**config.mk**
```make
export PLATFORM = sky130hd
export DESIGN_NAME = uart_tx_fifo
export DESIGN_NICKNAME = d
export VERILOG_FILES = /design/src/rtl/uart_tx_fifo.sv
export SDC_FILE = /design/constraint.sdc
export NUM_CORES = 1
export LEC_CHECK = 0
export CAP_MARGIN = 20
export CORE_MARGIN = 2
export CORE_UTILIZATION = 60
export CTS_BUF_LIST = sky130_fd_sc_hd__clkbuf_2 sky130_fd_sc_hd__clkbuf_4 sky130_fd_sc_hd__clkbuf_8
export DETAILED_ROUTE_END_ITERATION = 16
export PLACE_DENSITY = 0.79
export SETUP_SLACK_MARGIN = 0.1
export SYNTH_ARGS = -nofsm -noshare
export SYNTH_HDL_FRONTEND = slang
export SYNTH_SLANG_ARGS = --single-unit
```
**constraint.sdc**
```tcl
create_clock -name clk -period 3.8 [get_ports clk]
set_clock_uncertainty 0.15 [all_clocks]
set_input_delay 0.57 -clock clk [delete_from_list [all_inputs] [get_ports clk]]
set_output_delay 0.57 -clock clk [all_outputs]
set_load 0.1 [all_outputs]
```
**src/rtl/uart_tx_fifo.sv**
```systemverilog
// UART transmitter fed by a small FIFO on a valid/ready stream.
// Frame: start bit, DATA_BITS data bits LSB first, optional parity bit, STOP_BITS stop bits.
module uart_tx_fifo #(
    parameter int DATA_BITS    = 8,
    parameter int CLKS_PER_BIT = 16,
    parameter int PARITY       = 0,
    parameter int STOP_BITS    = 1,
    parameter int FIFO_DEPTH   = 4
) (
    input  logic                          clk,
    input  logic                          rst,
    input  logic                          axi_valid,
    output logic                          axi_ready,
    input  logic [DATA_BITS-1:0]          axi_data,
    output logic                          uart_tx,
    output logic                          busy,
    output logic [$clog2(FIFO_DEPTH):0]   fifo_level
);

    // Handshake: a word moves on every rising edge where axi_valid && axi_ready;
    // the source holds axi_data stable while axi_valid is high and axi_ready is low.

    localparam int AW = $clog2(FIFO_DEPTH);
    localparam int LW = AW + 1;
    localparam int CW = (CLKS_PER_BIT > 1) ? $clog2(CLKS_PER_BIT) : 1;
    localparam logic [CW-1:0] BAUD_LAST = CW'(CLKS_PER_BIT - 1);
    localparam logic [3:0]    DATA_LAST = 4'(DATA_BITS - 1);
    localparam logic [3:0]    STOP_LAST = 4'(STOP_BITS - 1);
    localparam logic          ODD_MODE  = (PARITY == 1);

    typedef enum logic [2:0] {
        ST_IDLE,
        ST_START,
        ST_DATA,
        ST_PARITY,
        ST_STOP
    } state_t;

    state_t state, state_next;

    logic [DATA_BITS-1:0] mem [FIFO_DEPTH];
    logic [AW-1:0]        wr_ptr, rd_ptr;
    logic [LW-1:0]        level_next;
    logic [DATA_BITS-1:0] shift;
    logic                 par_bit;
    logic [CW-1:0]        baud_cnt;
    logic [3:0]           bit_cnt;
    logic                 baud_wrap;
    logic                 push;
    logic                 pop;
    logic                 line_next;

    assign push       = axi_valid && axi_ready;
    assign baud_wrap  = (baud_cnt == BAUD_LAST);
    assign level_next = fifo_level + LW'(push) - LW'(pop);
    assign busy       = (state != ST_IDLE) || (fifo_level != '0);

    // line_next is the level for the coming cycle; uart_tx registers it.
    always_comb begin
        state_next = state;
        pop        = 1'b0;
        line_next  = 1'b1;
        case (state)
            ST_IDLE: begin
                if (fifo_level != '0) begin
                    pop        = 1'b1;
                    state_next = ST_START;
                end
            end
            ST_START: begin
                line_next = 1'b0;
                if (baud_wrap) state_next = ST_DATA;
            end
            ST_DATA: begin
                line_next = shift[0];
                if (baud_wrap && bit_cnt == DATA_LAST)
                    state_next = (PARITY != 0) ? ST_PARITY : ST_STOP;
            end
            ST_PARITY: begin
                line_next = par_bit;
                if (baud_wrap) state_next = ST_STOP;
            end
            ST_STOP: begin
                if (baud_wrap && bit_cnt == STOP_LAST) begin
                    if (fifo_level != '0) begin
                        pop        = 1'b1;
                        state_next = ST_START;
                    end else begin
                        state_next = ST_IDLE;
                    end
                end
            end
            default: state_next = ST_IDLE;
        endcase
    end

    always_ff @(posedge clk or posedge rst) begin
        if (rst) begin
            state      <= ST_IDLE;
            uart_tx    <= 1'b1;
            axi_ready  <= 1'b0;
            fifo_level <= '0;
            wr_ptr     <= '0;
            rd_ptr     <= '0;
            baud_cnt   <= '0;
            bit_cnt    <= '0;
            shift      <= '0;
            par_bit    <= 1'b0;
        end else begin
            state      <= state_next;
            uart_tx    <= line_next;
            fifo_level <= level_next;
            axi_ready  <= (level_next != LW'(FIFO_DEPTH));
            if (push) wr_ptr <= wr_ptr + AW'(1);
            if (pop)  rd_ptr <= rd_ptr + AW'(1);

            if (state == ST_IDLE || baud_wrap) baud_cnt <= '0;
            else                               baud_cnt <= baud_cnt + CW'(1);

            // bit_cnt indexes data bits in DATA and stop bits in STOP.
            if (state_next != state)                  bit_cnt <= '0;
            else if (baud_wrap && state != ST_IDLE)   bit_cnt <= bit_cnt + 4'd1;

            if (pop) begin
                shift   <= mem[rd_ptr];
                par_bit <= (^mem[rd_ptr]) ^ ODD_MODE;
            end else if (state == ST_DATA && baud_wrap) begin
                shift <= shift >> 1;
            end
        end
    end

    always_ff @(posedge clk) begin
        if (push) mem[wr_ptr] <= axi_data;
    end

endmodule

```
# Word-level counts from Yosys, hierarchy flattened
# Memory sizes are Yosys's and may differ from the RTL's.
# Index checks and enable logic that the tools add are counted.
[op_classes]
add_sub_neg = 6
multipliers = 0
div = 0
n_lt_le_gt_ge = 0
eq_ne = 8
n_shift = 0
muxes = 18
n_bitwise = 0
n_reduce_logical = 14
[op_table]
columns = ["cell", "n"]
rows = [
  ["$mux W8", 2],
  ["$mux W3", 5],
  ["$pmux W3 S5", 1],
  ["$mux W4", 3],
  ["$add A4 B1 Y4 const B", 2],
  ["$reduce_xor A8 Y1", 1],
  ["$eq A3 B2 Y1 const B", 2],
  ["$reduce_bool A3 Y1", 2],
  ["$logic_and A1 B1 Y1", 5],
  ["$mux W1", 5],
  ["$add A2 B1 Y2 const B", 2],
  ["$eq A4 B3 Y1 const B", 1],
  ["$eq A4 B4 Y1 const B", 1],
  ["$logic_not A4 Y1", 1],
  ["$reduce_bool A2 Y1", 2],
  ["$add A3 B1 Y3", 1],
  ["$eq A3 B1 Y1 const B", 1],
  ["$eq A3 B3 Y1 const B", 1],
  ["$logic_not A3 Y1", 1],
  ["$ne A3 B3 Y1", 1],
  ["$ne A3 B3 Y1 const B", 1],
  ["$pmux W1 S3", 1],
  ["$sub A3 B1 Y3", 1],
  ["$logic_or A1 B1 Y1", 2],
  ["$pmux W1 S2", 1],
]
[word_totals]
regBits = 29
latchBits = 0
ram_bits = 32
romBits = 0
inputBits = 11
output_inout_bits = 6
wordCells = 57
mem_count = 1
[mem_list]
columns = ["memory", "depth", "word_bits", "rd", "rd_clocked_by_memory_dff", "wr", "line_no", "text"]
rows = [
  ["mem", 4, 8, 1, 0, 1, "41", "logic [DATA_BITS-1:0] mem [FIFO_DEPTH];"],
]

# Depth between registers and ports, before layout
# Gate-level depths: netlist of run 1.
[depth]
word_depth = 6
mapped_depth = 12
ltp_nobuf = 11

# Least setup slack after synthesis of run 1
# Ideal clock, no wire load.
[synth_path]
kind = "register to register"
startpoint = "reg fifo_level[1]"
endpoint = "reg axi_ready"
setup_ns = 0.125
arrival_time_ns = 2.419
t_required_ns = 3.525
path_slack_ns = 1.106
path_stages_with_launch = 9
n_path_buf = 1
period_less_slack_ns = 2.694
cell_sequence = "dfrtp_1 > o311a_1 > buf_4 > nand2_1 > nand2_1 > ha_1 > fa_1 > xnor2_1 > nand2_1"
[synth_between]
elab_chain_cells = 6
elab_cells_between_ends = 7
classes_between = "add/sub (2); eq/ne (1); mux (3); reduce/logical (1)"
[synth_rtl]
columns = ["element", "line_no", "text"]
rows = [
  ["from (decl)", "17", "output logic [$clog2(FIFO_DEPTH):0] fifo_level"],
  ["from (signal assigned)", "112", "fifo_level <= level_next;"],
  ["$reduce_bool A3 Y1", "65, 85", ""],
  ["$mux W1", "65, 85", ""],
  ["$mux W1", "84", "if (baud_wrap && bit_cnt == STOP_LAST) begin"],
  ["$pmux W1 S2", "63", "case (state)"],
  ["$sub A3 B1 Y3 *", "55", "assign level_next = fifo_level + LW'(push) - LW'(pop);"],
  ["via level_next[2]", "43", "logic [LW-1:0] level_next;"],
  ["$ne A3 B3 Y1 *", "113", "axi_ready <= (level_next != LW'(FIFO_DEPTH));"],
  ["to (signal assigned)", "113", ""],
  ["to (decl)", "13", "output logic axi_ready,"],
]
# The timed path passes the listed nets; every way through them passes the cells marked *.
# A chain may end at the register's enable or synchronous reset.

# Final worst setup path of run 1
[layout_path]
startpoint = "reg state[1]"
endpoint = "out busy"
[layout_between]
elab_chain_cells = 2
[layout_rtl]
columns = ["element", "line_no", "text"]
rows = [
  ["from (decl)", "39", "state_t state, state_next;"],
  ["from (signal assigned)", "110", "state <= state_next;"],
  ["$reduce_bool A3 Y1", "56", "assign busy = (state != ST_IDLE) || (fifo_level != '0);"],
  ["$logic_or A1 B1 Y1", "56", ""],
  ["to (decl)", "16", "output logic busy,"],
]
# No other way between the ends.

==> results_dict.tcl, run 1 <==
set metrics [dict create \
    cp_max_fo 11 \
    port_buffers 16 \
    seqPwrFrac 0.451 \
    synth_cell_type_count 39 \
    r2r-end "axi_ready" \
    drc 0 \
    ys_seq_area_frac 0.6319 \
    clkLatencyLatePin_ns 0.34 \
    syn_nets 210 \
    setup.worst_path.class "reg -> out" \
    drv_slew 0 \
    fillers 277 \
    rsz0062_at_grt "no" \
    synth.avg_cell_area_um2 14.06 \
    synth_warnings 0 \
    slew_headroom 0.3490 \
    worstRegToRegCells 11 \
    gp_congestion 0.8161 \
    hp-start "baud_cnt[0]" \
    clock_path_buffers 2 \
    cts.clk_slew.worst_paths_ns 0.07 \
    yosys.area.top_type "edfxtp_1" \
    power_switching_w 0.0005932 \
    grt_max_degree 30 \
    drtPass1Iterations 4 \
    antenna_left 0 \
    stdcell_area_um2 3104 \
    dr.first_iter.drc_count 89 \
    p_clk_frac 0.328 \
    setup_tns_ns 0 \
    status "complete, no violations" \
    cts_buffers 9 \
    ctsHoldBuffers 0 \
    required_ns 3.08 \
    fin_crit_ns 3.105 \
    yosysTopAreaCellShare 0.3597 \
    rows 24 \
    p_per_area_nw_per_um2 614.0 \
    syn_inst 190 \
    start_kind "register" \
    final_common_cell "edfxtp_1" \
    syn_area_um2 2671 \
    grtUsageTotal 0.2106 \
    h-tree-depth 3 \
    viasPerCell 5.762 \
    period_share 0.8172 \
    worst_pin_slew_ns 0.9734 \
    cts_tree "built" \
    fin_nets 232 \
    finalHoldViolations 0 \
    power_switching_share 0.3112 \
    grt_pass1_wl_mm 7.921 \
    r2r_start "bit_cnt[0]" \
    cts_setup_buffers 0 \
    die_x_um 70.73 \
    cts.sink_count 61 \
    min_to "baud_cnt[0]" \
    max_freq_mhz 322.0 \
    drt_wl_total_mm 4.623 \
    arrival_ns 2.39 \
    irDropWorstVdd_v 0.0004230 \
    synthArstFlopShare 0.4754 \
    grt_pass1_vias 1676 \
    syn_to_final_growth_pct 16.21 \
    placed_cell_area_um2 2853 \
    drive_above_1_share 0.1429 \
    p_comb_frac 0.221 \
    final_cell_mix "32 x edfxtp_1, 28 x dfrtp_1, 21 x nand2_1, 16 x clkdlybuf4s50_1, 13 x xnor2_1" \
    core_um2 4324 \
    hold_class "reg -> reg" \
    hold_path_depth 1 \
    p_leak_nw 1.215 \
    diodes 0 \
    dp_hpwl_mm 3.215 \
    vias 1550 \
    start_util 0.6178 \
    finalSetupViolCount 0 \
    yosys-top-cells-area "edfxtp_1 36%, dfrtp_1 26%, mux4_2 6.7%" \
    cts_resized 0 \
    antenna_found_initial 0 \
    synth.ff_latch_count 61 \
    synth-edff-count 32 \
    grt_overflow 0 \
    drv_cap 0 \
    root_buffer "clkbuf_8" \
    wl_per_cell_um 17.19 \
    io_pins 17 \
    synth_ff_type "edfxtp_1" \
    power.internal_w 0.001313 \
    worst_setup_path_end_kind "primary output" \
    die_h_um 70.73 \
    r2r_slack_ns 0.73 \
    dieArea_um2 5002 \
]
sequential cells by signal, summed over array words and instances (netlist names):
signal / cells
rd_ptr: 2
baud_cnt: 4
state: 3
mem: 32
fifo_level: 3
shift: 8
axi_ready: 1
uart_tx: 1
bit_cnt: 4
wr_ptr: 2
par_bit: 1
final cells by class:
type	count	area [um2]	share of cell area
flip-flops and latches	61	1688	0.5437
multi-input cells	115	909.6	0.2930
clock inverters	7	100.1	0.03225
clock buffers	9	123.9	0.03990
well taps	52	65.06	0.02096
inverters	8	30.03	0.009674
repair buffers	17	187.7	0.06046
metal layers:
metal / vias up / GRT usage / wire, um
li1: 724 / - / -
met1: 788 / 0.2671 / 2008
met2: 32 / 0.3489 / 2413
met3: 6 / 0.04274 / 152
met4: 0 / 0.1048 / 48
met5: - / 0 / 0
worst max-delay path by stage:
| stage | startpoint | endpoint | slack (ns) |
|---|---|---|---|
| 2_1_floorplan | fifo_level[1] | axi_ready | 1.11 |
| 3_3_place_gp | bit_cnt[0] | axi_ready | 0.93 |
| 3_5_place_dp | bit_cnt[0] | axi_ready | 0.74 |
| 4_1_cts | state[2] | busy | 0.70 |
| 5_1_grt | bit_cnt[0] | axi_ready | 0.55 |
| 6_report | state[1] | busy | 0.69 |
cells by family (layout without fill, tap and decap cells):
group                    after synthesis  after routing  share of synthesized area
flip-flops                            61             61                     0.6319
AND/OR/NAND/NOR                       53             53                    0.09602
AO/OA/AOI/OAI                         23             23                    0.05714
XOR/XNOR                              17             17                    0.05574
buffers and inverters                 14             41                    0.02763
multiplexers                          13             13                    0.08665
adder cells (fa/ha/maj)                9              9                    0.04497
worst max-delay path, stage by stage, from the launching register on:
cell and delay (ns):
dfrtp_1 0.50, nor3_1 0.47, nand2_1 0.11, clkdlybuf4s50_1 0.98
power groups by stage:
stage	combinational [W]	sequential [W]	clock, W
final	0.000421	0.000859	0.000625
after global routing	0.000454	0.000868	0.000670
after CTS	0.000422	0.000857	0.000638
after detailed placement	0.000422	0.000870	0
after global placement	0.000406	0.000860	0
after floorplan	0.000181	0.000988	0
cell usage after synthesis (2+ instances only):
| master | instances |
|---|---|
| a21oi_1 | 4 |
| ha_1 | 8 |
| xor2_1 | 4 |
| mux4_2 | 8 |
| nor2_1 | 12 |
| nand3_1 | 2 |
| clkbuf_1 | 3 |
| inv_1 | 8 |
| nand2_1 | 21 |
| xnor2_1 | 13 |
| edfxtp_1 | 32 |
| nor3_1 | 3 |
| nand2b_1 | 3 |
| a22o_1 | 2 |
| a21o_1 | 3 |
| o21ai_0 | 7 |
| mux2i_1 | 4 |
| nand3b_1 | 2 |
| and3_1 | 4 |
| dfrtp_1 | 28 |
stage by stage:
| stage | setup slack, ns | hold slack, ns | power, W | std cells | utilization |
|---|---|---|---|---|---|
| floorplan | 1.106 | 0.2831 | 0.001170 | 190 | - |
| global placement | 0.9315 | 0.2981 | 0.001266 | 252 | 0.6597 |
| detailed placement | 0.7357 | 0.3174 | 0.001292 | 252 | 0.6597 |
| CTS | 0.6958 | 0.3315 | 0.001918 | 268 | 0.7115 |
| global route | 0.5450 | 0.3471 | 0.001993 | 269 | 0.7179 |
| finish | 0.6946 | 0.3301 | 0.001906 | 269 | 0.7179 |
No activity file was read; power rests on OpenSTA's default activity.
==> inputs of run 2 (changes only) <==
CORE_UTILIZATION = 55   (was 60)
PLACE_DENSITY = 0.76   (was 0.79)
clock period = 2.6 ns   (was 3.8 ns; I/O delays follow)
==> results_dict.tcl, run 2 (same netlist as run 1, synthesis figures left out) <==
set metrics [dict create \
    seq_area_um2 1692 \
    antenna_left 0 \
    finalHoldViolations 0 \
    p_leak_nw 1.291 \
    setup.worst_path.class "reg -> reg" \
    drv_slew 0 \
    slew_headroom 0.5481 \
    h-tree-depth 3 \
    grtUsageTotal 0.1956 \
    p_per_area_nw_per_um2 911.1 \
    drv_cap 0 \
    clock_path_buffers 2 \
    max_freq_mhz 395.1 \
    worstRegToRegCells 11 \
    dieArea_um2 5430 \
    hold_class "in -> async" \
    cts_buffers 9 \
    syn_to_final_growth_pct 21.12 \
    cts.sink_count 61 \
    diodes 0 \
    clkLatencyLatePin_ns 0.33 \
    root_buffer "clkbuf_8" \
    die_h_um 73.69 \
    crit_start "bit_cnt[0]" \
    worst_setup_path_end_kind "register" \
    r2r_slack_ns 0.07 \
    required_ns 2.67 \
    start_kind "register" \
    wl_per_cell_um 16.43 \
    largest_reg_flops 32 \
    max_flop_register "mem" \
    arrival_ns 2.60 \
    cts.clk_slew.worst_paths_ns 0.07 \
    rsz0062_at_grt "yes" \
    drtPass1Iterations 4 \
    placedCellCount 260 \
    top_regs "mem: 32 flops, shift: 8 flops" \
    ctsHoldBuffers 0 \
    status "complete, no violations" \
    port_buffers 16 \
    gp_congestion 0.8214 \
    viasPerCell 5.559 \
    fillers 321 \
    cp_max_fo 3 \
    grt_max_degree 30 \
    holdWs_ns 0.2717 \
    io_pins 17 \
    core_um2 4692 \
    die_x_um 73.69 \
    final_common_cell "edfxtp_1" \
    fin_nets 242 \
    worst_pin_slew_ns 0.6742 \
    final_cells 281 \
    finalWorstSetupSlack_ns 0.06878 \
    grt_pass1_wl_mm 7.741 \
    dr.first_iter.drc_count 78 \
    drc 0 \
    fin_crit_ns 2.531 \
    irDropWorstVdd_v 0.0007050 \
    grt_pass1_vias 1654 \
    fin_util 0.6896 \
    final_cell_mix "32 x edfxtp_1, 25 x dfrtp_1, 18 x nand2_1, 17 x buf_4" \
    antenna_found_initial 0 \
    setup_tns_ns 0 \
    start_util 0.5693 \
    multi_input_area_um2 970.9 \
    rows 25 \
    period_share 0.9735 \
    pre_cts_slack_ns 0.03547 \
    r2r_start "bit_cnt[0]" \
    r2r-end "axi_ready" \
    grt_overflow 0 \
    dp_hpwl_mm 3.115 \
    vias 1562 \
    drive_above_1_share 0.2555 \
    finalSetupViolCount 0 \
    cts_tree "built" \
    drt_wl_total_mm 4.617 \
]
[run 2: worst max-delay path: stages (launching register included)]
cell     delay [ns]
dfrtp_1        0.39
inv_1          0.07
ha_2           0.15
or3b_4         0.38
o21ai_4        0.17
nand2_2        0.08
nand3_1        0.13
nand2_4        0.07
ha_4           0.15
fa_1           0.42
xnor2_2        0.19
nand2_1        0.08
[run 2: through the flow]
stage	instance area, um2	power [W]
2_1_floorplan	2713	0.001722
3_3_place_gp	2923	0.001847
3_5_place_dp	2923	0.001882
4_1_cts	3208	0.002935
5_1_grt	3236	0.003062
6_report	3236	0.002948
[run 2: where the power goes]
part	internal (W)	switching, W
sequential	0.00118	0.0000864
combinational	0.000232	0.000431
clock	0.000641	0.000382
[run 2: how the worst max path moves through the flow]
stage / to / slack, ns / cells past startpoint
after global routing: axi_ready / -0.03 / 11
final: axi_ready / 0.07 / 11
after detailed placement: axi_ready / 0.04 / 11
after CTS: axi_ready / 0.08 / 11
after global placement: axi_ready / 0.11 / 11
after floorplan: axi_ready / -0.009 / 12
[run 2: metal layers]
| layer | vias up | share of wire | track usage | routed length, um |
|---|---|---|---|---|
| met5 | - | 0 | 0 | 0 |
| met4 | 0 | 0.0082 | 0.07273 | 38 |
| met3 | 4 | 0.027 | 0.06447 | 126 |
| met2 | 20 | 0.52 | 0.3185 | 2400 |
| met1 | 796 | 0.44 | 0.2437 | 2052 |
| li1 | 742 | - | - | - |
[run 2: area by class of cell]
cell class / count / share of cell area
clock buffers: 9 / 0.03828
clock inverters: 7 / 0.03828
inverters: 8 / 0.009281
multi-input cells: 115 / 0.3001
flip-flops and latches: 61 / 0.5228
well taps: 54 / 0.02088
repair buffers: 27 / 0.07038
[run 2: what timing repair did]
item / in CTS / in global routing
pin swaps: 4 / 3
buffers inserted: 3 / 2
resized for setup: 3 / 2
endpoints found under the setup margin: 1 / 3
gates cloned: 0 / 0
